`src/rtl/instruction_decoder_if.sv`:
```
// Decode-stage bus: fetch inputs, write-back port, fetch stall/redirect and the registered issue bundle.
interface instruction_decoder_if;
    logic [31:0] InstructionFetched;
    logic [31:0] ProgramCounter;
    logic        EX_StallReq;
    logic        WB_WriteEnable;
    logic [3:0]  WB_WriteReg;
    logic [31:0] WB_WriteData;
    logic        IF_StallReq;
    logic        BranchSelection;
    logic [31:0] BranchAddress;
    logic        ValidOut;
    logic [3:0]  OpcodeOut;
    logic [31:0] OperandA;
    logic [31:0] OperandB;
    logic [31:0] StoreData;
    logic [3:0]  DestReg;
    logic        RegWrite;
    logic        MemRead;
    logic        MemWrite;
    logic        IllegalOp;

    modport master (
        output InstructionFetched, ProgramCounter, EX_StallReq,
               WB_WriteEnable, WB_WriteReg, WB_WriteData,
        input  IF_StallReq, BranchSelection, BranchAddress,
               ValidOut, OpcodeOut, OperandA, OperandB, StoreData,
               DestReg, RegWrite, MemRead, MemWrite, IllegalOp
    );

    modport slave (
        input  InstructionFetched, ProgramCounter, EX_StallReq,
               WB_WriteEnable, WB_WriteReg, WB_WriteData,
        output IF_StallReq, BranchSelection, BranchAddress,
               ValidOut, OpcodeOut, OperandA, OperandB, StoreData,
               DestReg, RegWrite, MemRead, MemWrite, IllegalOp
    );
endinterface

```
`src/rtl/instruction_decoder.sv`:
```
// Decode stage: field decode, 16x32 register file, pending-write scoreboard, branch redirect, registered issue.
// Optional macro DECODE_WB_BYPASS_EN forwards same-cycle write-back into register reads and hazard checks.
module instruction_decoder #(
    parameter logic [31:0] REGFILE_RESET_VALUE = 32'h0
) (
    input logic ClockInput,
    input logic ResetInput,
    instruction_decoder_if.slave bus
);
    localparam logic [3:0] OpAdd  = 4'd1;
    localparam logic [3:0] OpAddi = 4'd2;
    localparam logic [3:0] OpSub  = 4'd3;
    localparam logic [3:0] OpBeq  = 4'd4;
    localparam logic [3:0] OpJmp  = 4'd5;
    localparam logic [3:0] OpLw   = 4'd6;
    localparam logic [3:0] OpSw   = 4'd7;

    typedef struct packed {
        logic        valid;
        logic [3:0]  opcode;
        logic [31:0] operandA;
        logic [31:0] operandB;
        logic [31:0] storeData;
        logic [3:0]  destReg;
        logic        regWrite;
        logic        memRead;
        logic        memWrite;
        logic        illegalOp;
    } issueT;

    logic [31:0] regFile [16];
    logic [15:0] pending;
    issueT       issueQ;
    issueT       decoded;

    logic [3:0]  opcode, rd, rs, rt;
    logic [15:0] imm;
    logic [31:0] immSext;

    assign opcode  = bus.InstructionFetched[31:28];
    assign rd      = bus.InstructionFetched[27:24];
    assign rs      = bus.InstructionFetched[23:20];
    assign rt      = bus.InstructionFetched[19:16];
    assign imm     = bus.InstructionFetched[15:0];
    assign immSext = {{16{imm[15]}}, imm};

    logic [15:0] wbHit;
    logic [15:0] pendingEff;
    assign wbHit = bus.WB_WriteEnable ? (16'd1 << bus.WB_WriteReg) : 16'd0;

    logic [31:0] readPort [16];
    always_comb begin
        for (int i = 0; i < 16; i++) begin
            readPort[i] = regFile[i];
`ifdef DECODE_WB_BYPASS_EN
            if (wbHit[i]) readPort[i] = bus.WB_WriteData;
`endif
        end
        readPort[0] = 32'd0;
    end

`ifdef DECODE_WB_BYPASS_EN
    assign pendingEff = pending & ~wbHit;
`else
    assign pendingEff = pending;
`endif

    logic [31:0] rdVal, rsVal, rtVal;
    logic        useRs, useRt, useRd, writesRd;
    assign rdVal = readPort[rd];
    assign rsVal = readPort[rs];
    assign rtVal = readPort[rt];

    always_comb begin
        useRs   = 1'b0;
        useRt   = 1'b0;
        useRd   = 1'b0;
        decoded = '0;
        decoded.valid = 1'b1;
        case (opcode)
            OpAdd, OpSub: begin
                useRs = 1'b1;
                useRt = 1'b1;
                decoded.operandB = rtVal;
            end
            OpAddi, OpLw: begin
                useRs = 1'b1;
                decoded.operandB = immSext;
            end
            OpBeq: begin
                useRd = 1'b1;
                useRs = 1'b1;
            end
            OpSw: begin
                useRs = 1'b1;
                useRd = 1'b1;
                decoded.operandB  = immSext;
                decoded.storeData = rdVal;
            end
            default: ;
        endcase
        writesRd = (opcode inside {OpAdd, OpAddi, OpSub, OpLw}) && (rd != 4'd0);
        // upper half of the opcode space goes out as a flagged NOP
        if (opcode[3]) begin
            decoded.illegalOp = 1'b1;
        end else begin
            decoded.opcode   = opcode;
            decoded.operandA = rsVal;
        end
        decoded.destReg  = writesRd ? rd : 4'd0;
        decoded.regWrite = writesRd;
        decoded.memRead  = (opcode == OpLw);
        decoded.memWrite = (opcode == OpSw);
    end

    logic [15:0] srcMask;
    logic        hazard, taken;
    assign srcMask = (useRs ? (16'd1 << rs) : 16'd0)
                   | (useRt ? (16'd1 << rt) : 16'd0)
                   | ((useRd || writesRd) ? (16'd1 << rd) : 16'd0);
    assign hazard  = |(pendingEff & srcMask);

    assign bus.IF_StallReq     = hazard | bus.EX_StallReq;
    assign taken               = (opcode == OpJmp) || ((opcode == OpBeq) && (rdVal == rsVal));
    assign bus.BranchSelection = taken & ~bus.IF_StallReq;
    assign bus.BranchAddress   = !bus.BranchSelection ? 32'd0
                               : (opcode == OpJmp) ? {16'd0, imm}
                               : bus.ProgramCounter + immSext;

    always_ff @(posedge ClockInput or posedge ResetInput) begin
        if (ResetInput) begin
            for (int i = 0; i < 16; i++) regFile[i] <= (i == 0) ? 32'd0 : REGFILE_RESET_VALUE;
            pending <= '0;
            issueQ  <= '0;
        end else begin
            if (bus.WB_WriteEnable && (bus.WB_WriteReg != 4'd0))
                regFile[bus.WB_WriteReg] <= bus.WB_WriteData;
            // set is OR'd in after the clear so a same-edge issue keeps its destination pending
            pending <= (pending & ~wbHit)
                     | ((writesRd && !bus.IF_StallReq) ? (16'd1 << rd) : 16'd0);
            if (!bus.EX_StallReq)
                issueQ <= hazard ? '0 : decoded;
        end
    end

    assign bus.ValidOut  = issueQ.valid;
    assign bus.OpcodeOut = issueQ.opcode;
    assign bus.OperandA  = issueQ.operandA;
    assign bus.OperandB  = issueQ.operandB;
    assign bus.StoreData = issueQ.storeData;
    assign bus.DestReg   = issueQ.destReg;
    assign bus.RegWrite  = issueQ.regWrite;
    assign bus.MemRead   = issueQ.memRead;
    assign bus.MemWrite  = issueQ.memWrite;
    assign bus.IllegalOp = issueQ.illegalOp;
endmodule
```
`src/flat_wrapper.sv`:
```
// flat-port wrapper written by rule: the top's interface ports become plain ports
module instruction_decoder_flat 
#(
    parameter logic [31:0] REGFILE_RESET_VALUE = 32'h0
)
  (ClockInput, ResetInput, bus_InstructionFetched, bus_ProgramCounter, bus_EX_StallReq, bus_WB_WriteEnable, bus_WB_WriteReg, bus_WB_WriteData, bus_IF_StallReq, bus_BranchSelection, bus_BranchAddress, bus_ValidOut, bus_OpcodeOut, bus_OperandA, bus_OperandB, bus_StoreData, bus_DestReg, bus_RegWrite, bus_MemRead, bus_MemWrite, bus_IllegalOp);
  instruction_decoder_if bus_i ();
  input logic ClockInput;
  input logic ResetInput;
  input wire logic [$bits(bus_i.InstructionFetched)-1:0] bus_InstructionFetched;
  input wire logic [$bits(bus_i.ProgramCounter)-1:0] bus_ProgramCounter;
  input wire logic [$bits(bus_i.EX_StallReq)-1:0] bus_EX_StallReq;
  input wire logic [$bits(bus_i.WB_WriteEnable)-1:0] bus_WB_WriteEnable;
  input wire logic [$bits(bus_i.WB_WriteReg)-1:0] bus_WB_WriteReg;
  input wire logic [$bits(bus_i.WB_WriteData)-1:0] bus_WB_WriteData;
  output wire logic [$bits(bus_i.IF_StallReq)-1:0] bus_IF_StallReq;
  output wire logic [$bits(bus_i.BranchSelection)-1:0] bus_BranchSelection;
  output wire logic [$bits(bus_i.BranchAddress)-1:0] bus_BranchAddress;
  output wire logic [$bits(bus_i.ValidOut)-1:0] bus_ValidOut;
  output wire logic [$bits(bus_i.OpcodeOut)-1:0] bus_OpcodeOut;
  output wire logic [$bits(bus_i.OperandA)-1:0] bus_OperandA;
  output wire logic [$bits(bus_i.OperandB)-1:0] bus_OperandB;
  output wire logic [$bits(bus_i.StoreData)-1:0] bus_StoreData;
  output wire logic [$bits(bus_i.DestReg)-1:0] bus_DestReg;
  output wire logic [$bits(bus_i.RegWrite)-1:0] bus_RegWrite;
  output wire logic [$bits(bus_i.MemRead)-1:0] bus_MemRead;
  output wire logic [$bits(bus_i.MemWrite)-1:0] bus_MemWrite;
  output wire logic [$bits(bus_i.IllegalOp)-1:0] bus_IllegalOp;
  assign bus_i.InstructionFetched = bus_InstructionFetched;
  assign bus_i.ProgramCounter = bus_ProgramCounter;
  assign bus_i.EX_StallReq = bus_EX_StallReq;
  assign bus_i.WB_WriteEnable = bus_WB_WriteEnable;
  assign bus_i.WB_WriteReg = bus_WB_WriteReg;
  assign bus_i.WB_WriteData = bus_WB_WriteData;
  assign bus_IF_StallReq = bus_i.IF_StallReq;
  assign bus_BranchSelection = bus_i.BranchSelection;
  assign bus_BranchAddress = bus_i.BranchAddress;
  assign bus_ValidOut = bus_i.ValidOut;
  assign bus_OpcodeOut = bus_i.OpcodeOut;
  assign bus_OperandA = bus_i.OperandA;
  assign bus_OperandB = bus_i.OperandB;
  assign bus_StoreData = bus_i.StoreData;
  assign bus_DestReg = bus_i.DestReg;
  assign bus_RegWrite = bus_i.RegWrite;
  assign bus_MemRead = bus_i.MemRead;
  assign bus_MemWrite = bus_i.MemWrite;
  assign bus_IllegalOp = bus_i.IllegalOp;
  instruction_decoder #(.REGFILE_RESET_VALUE(REGFILE_RESET_VALUE)) u_core (.ClockInput(ClockInput), .ResetInput(ResetInput), .bus(bus_i));
endmodule
```
`config.mk`:
```
export PLATFORM = sky130hd
export DESIGN_NAME = instruction_decoder_flat
export DESIGN_NICKNAME = d
export VERILOG_FILES = /design/src/rtl/instruction_decoder_if.sv /design/src/rtl/instruction_decoder.sv /design/src/flat_wrapper.sv
export SDC_FILE = /design/constraint.sdc
export NUM_CORES = 2
export LEC_CHECK = 0
export BUFFER_PORTS_ARGS = -buffer_cell sky130_fd_sc_hd__buf_4
export CORE_MARGIN = 8
export CORE_UTILIZATION = 50
export CTS_BUF_LIST = sky130_fd_sc_hd__clkbuf_16
export DETAILED_ROUTE_END_ITERATION = 8
export PLACE_DENSITY = 0.64
export SLEW_MARGIN = 25
export SYNTH_ARGS = -nofsm -noshare
export SYNTH_HDL_FRONTEND = slang
export SYNTH_SLANG_ARGS = --single-unit
export TNS_END_PERCENT = 10
```
`constraint.sdc`:
```
create_clock -name ClockInput -period 49.1 [get_ports ClockInput]
set_input_delay 9.82 -clock ClockInput [delete_from_list [all_inputs] [get_ports ClockInput]]
set_output_delay 9.82 -clock ClockInput [all_outputs]
set_load 0.005 [all_outputs]
```
==> summary.txt <==
Worst Clk Skew: 22.53 ps
Number of antenna violations at the first check in global routing: 11
PortBufs: 245
Worst-margin pin slew: 1142 ps
Final worst path period need: 25570 ps
RR Endpoint: u_core.pending[13]
R2R Setup Slk: 44930 ps
Total Power: 1.617 mW
Hold Path Cell Cnt: 1
Min-delay src: u_core.bus.MemWrite
Fraction of layout cells with a size suffix above 1: 46.07%
Critical path type: in2out
Number of max-cap violations: 0
Worst path top cell family by delay: buffers and inverters
Biggest area consumer among synthesized cells: dfrtp_1
Area of the core: 72590 um^2
Post-Syn Nets: 2793
Dpl hpwl: 71000 um
Ys flop type: dfrtp_1
Worst IR drop on VDD: 21.93 uV
Worst path required time: 39280 ps
Layout area overhead: 12.46%
Overall die width: 285.9 um
Flops & latches, synth: 604
Hold Path Class: reg2reg
FMAX: 39.10 MHz
Max-slew violation count: 0
DR pass1 iterations: 6
Period utilisation layout: 52.09%
GRT Total Usage: 28.38%
GP Congestion: 0.9138
Routed vias/inst: 6.852
Worst hold endpoint: u_core.bus.MemWrite
CP Launch Type: input pin
Residual DRC: 0
Seq. cell area: 15110 um^2
WP buf/inv: 5
CTS max path bufs: 3
RSZ-0062 raised after global routing: no
Crit-path slowest cell: buf_4
Run status: complete, no violations
Commonest cells after routing, fill and taps aside: 604 x dfrtp_1, 515 x mux2_2, 362 x mux4_2
Placed cell area: 38880 um^2
Via count: 25790
CTS resizes: 0
Reg2Reg Launch Point: u_core.pending[15]
Slowest stage delay, CP: 840 ps
Slew headroom: 23.87%
Std cell rows: 99
Sink Count: 604
Mean Syn Cell Area: 13.71 um^2
Most used cell along the critical path: buf_4
Clock Pin Slew Worst Setup and Hold Paths: 60 ps
Power Dens Cells: 39.47 nW/um^2
Final Non-Filler Cells: 3763
DR WL/cell: 31.20 um
CP Max Fanout: 61
Crit. End Element: primary output
Fin Setup TNS: 0 ps
Fin area: 40970 um^2
# IOs: 247
Mapped cell area: 36430 um^2
Num CTS Buffers: 67
Largest cells by area after synthesis: dfrtp_1 41%, mux4_2 22%, mux2_2 16%, mux2i_1 2.4%, a22o_1 2.4%
Die height: 285.9 um
Inst Count DP: 3642
Final setup vio count: 0
Die Footprint: 81750 um^2
Initial Utilization: 50.19%
Clock root buffer master: clkbuf_16
CTS H-tree depth: 3
Synth warn: 0
Number of global-route vias before repair: 26730
Pin count of the biggest net entering global routing: 178
Grt total ovfl: 0
Nets: 2890
Hold_buf cts: 0
CTS tree: yes
Syn Inst Count: 2657
R2R cell count: 10
Post-Place Setup Slack: 23270 ps
Drt first-iter violations: 2346
Hold Fails Final Rpt: 0
Sequential fraction of the synthesis area: 41.49%
Leak: 17.19 nW
Worst EP arrival: 15750 ps
Post-route setup slack: 23530 ps
Async SR Flop Fraction: 100.0%
First-pass GRT wire length: 176300 um
Yosys top cell area share: 41.49%
Most common cell after layout, fill and taps aside: dfrtp_1
Crit-path cells: clkbuf_8, buf_4, buf_4, mux4_2, mux4_2, xnor2_1, nand4_1, nor3_1, nand4_2, nor3_4, buf_8, o211a_1, buf_4
DRT antenna net count: 0
Clock Latency Late Sink: 600 ps
Final WL: 117400 um
Post-synth cell types: 66
Setup bufs post-CTS: 0
Number of flops mapped to enable cells by yosys: 0
Fillcell total: 5821
Area occupied by multi-input gates: 20270 um^2
-- worst register-to-register path, cell delays in order (launching register included) --
cell       delay [ps]
dfrtp_1           410
mux2_2            280
a22oi_1           200
nor2_1             70
a2111oi_0         710
o2111a_1          300
and4b_2           240
buf_4             590
and2_1            690
nand3_1           320
o21ai_0           280
-- area by class of cell --
class,instances,area share [%]
Inverter,15,0.1557
Timing Repair Buffer,291,5.586
Tap cell,959,2.929
Multi-Input combinational cell,1775,49.46
Clock inverter,44,0.7238
Clock buffer,69,4.214
Antenna cell,6,0.03665
Sequential cell,604,36.89
-- kinds of logic after synthesis --
kind of cell / share of synthesized area (%)
buffers and inverters: 3.235
DFF: 41.49
and+or+nand+nor: 3.301
other: 0.01029
muxes: 40.74
adders and majority gates: 1.120
AOI/OAI and AO/OA: 8.755
xor gates and xnor gates: 1.346
-- per-stage QoR --
stage               hold WS, ps  utilization [%]
floorplan                 472.1                -
global placement          463.7            53.56
detailed placement        470.0            53.56
CTS                       483.4            56.35
global route              498.4            56.43
finish                    479.6            56.44
-- power breakdown --
group          leakage (nW)  total (mW)  switching, mW  internal [mW]
registers              7.56       0.699         0.0987          0.600
logic                  8.55       0.440          0.182          0.257
clock network          1.07       0.478          0.205          0.274
-- cells in the mapped netlist (all sizes together) (5+ instances only) --
| cell | number |
|---|---|
| nor3b | 11 |
| mux4 | 362 |
| nor4 | 8 |
| a21o | 17 |
| dfrtp | 604 |
| a31oi | 6 |
| buf | 90 |
| a22oi | 8 |
| a22o | 98 |
| o22ai | 22 |
| mux2i | 89 |
| nand2 | 77 |
| nor3 | 15 |
| o21ai | 90 |
| mux2 | 515 |
| clkbuf | 173 |
| nor2b | 12 |
| or2 | 5 |
| nand3 | 12 |
| o32ai | 7 |
| xor2 | 13 |
| ha | 31 |
| a221o | 21 |
| nand3b | 5 |
| inv | 14 |
| and2 | 7 |
| a211o | 5 |
| xnor2 | 43 |
| nor2 | 45 |
| nand4 | 8 |
| a21oi | 171 |
| nand2b | 12 |
-- how the worst max path moves through the flow --
stage                                     from                    end  slack, ps  cells after the start
floorplan                           ResetInput  u_core.bus.DestReg[0]      22370                      1
global placement    bus_InstructionFetched[20]  bus_BranchAddress[30]      23430                     12
detailed placement  bus_InstructionFetched[20]  bus_BranchAddress[30]      23270                     12
CTS                 bus_InstructionFetched[20]  bus_BranchAddress[29]      23280                     12
global route        bus_InstructionFetched[20]   bus_BranchAddress[4]      23240                     13
finish              bus_InstructionFetched[20]  bus_BranchAddress[16]      23530                     13
-- metal layers --
| layer | GRT usage [%] | up-vias | wire length [um] | share of wire (%) |
|---|---|---|---|---|
| met1 | 38.08 | 13570 | 47410 | 40 |
| li1 | - | 10650 | - | - |
| met5 | 0 | - | 36 | 0.031 |
| met4 | 11.89 | 8 | 4693 | 4.0 |
| met2 | 43.59 | 1279 | 54040 | 46 |
| met3 | 7.744 | 277 | 11240 | 9.6 |
-- state kept, by name (all words and copies together), names as in the netlist --
register / count
u_core.readPort: 480
u_core.bus.OperandB: 32
u_core.bus.StoreData: 32
u_core.bus.RegWrite: 1
u_core.bus.MemWrite: 1
u_core.pending: 16
u_core.bus.OperandA: 32
u_core.bus.IllegalOp: 1
u_core.bus.MemRead: 1
u_core.bus.OpcodeOut: 3
u_core.bus.DestReg: 4
u_core.bus.ValidOut: 1
Power figures use the tool's default switching activity.
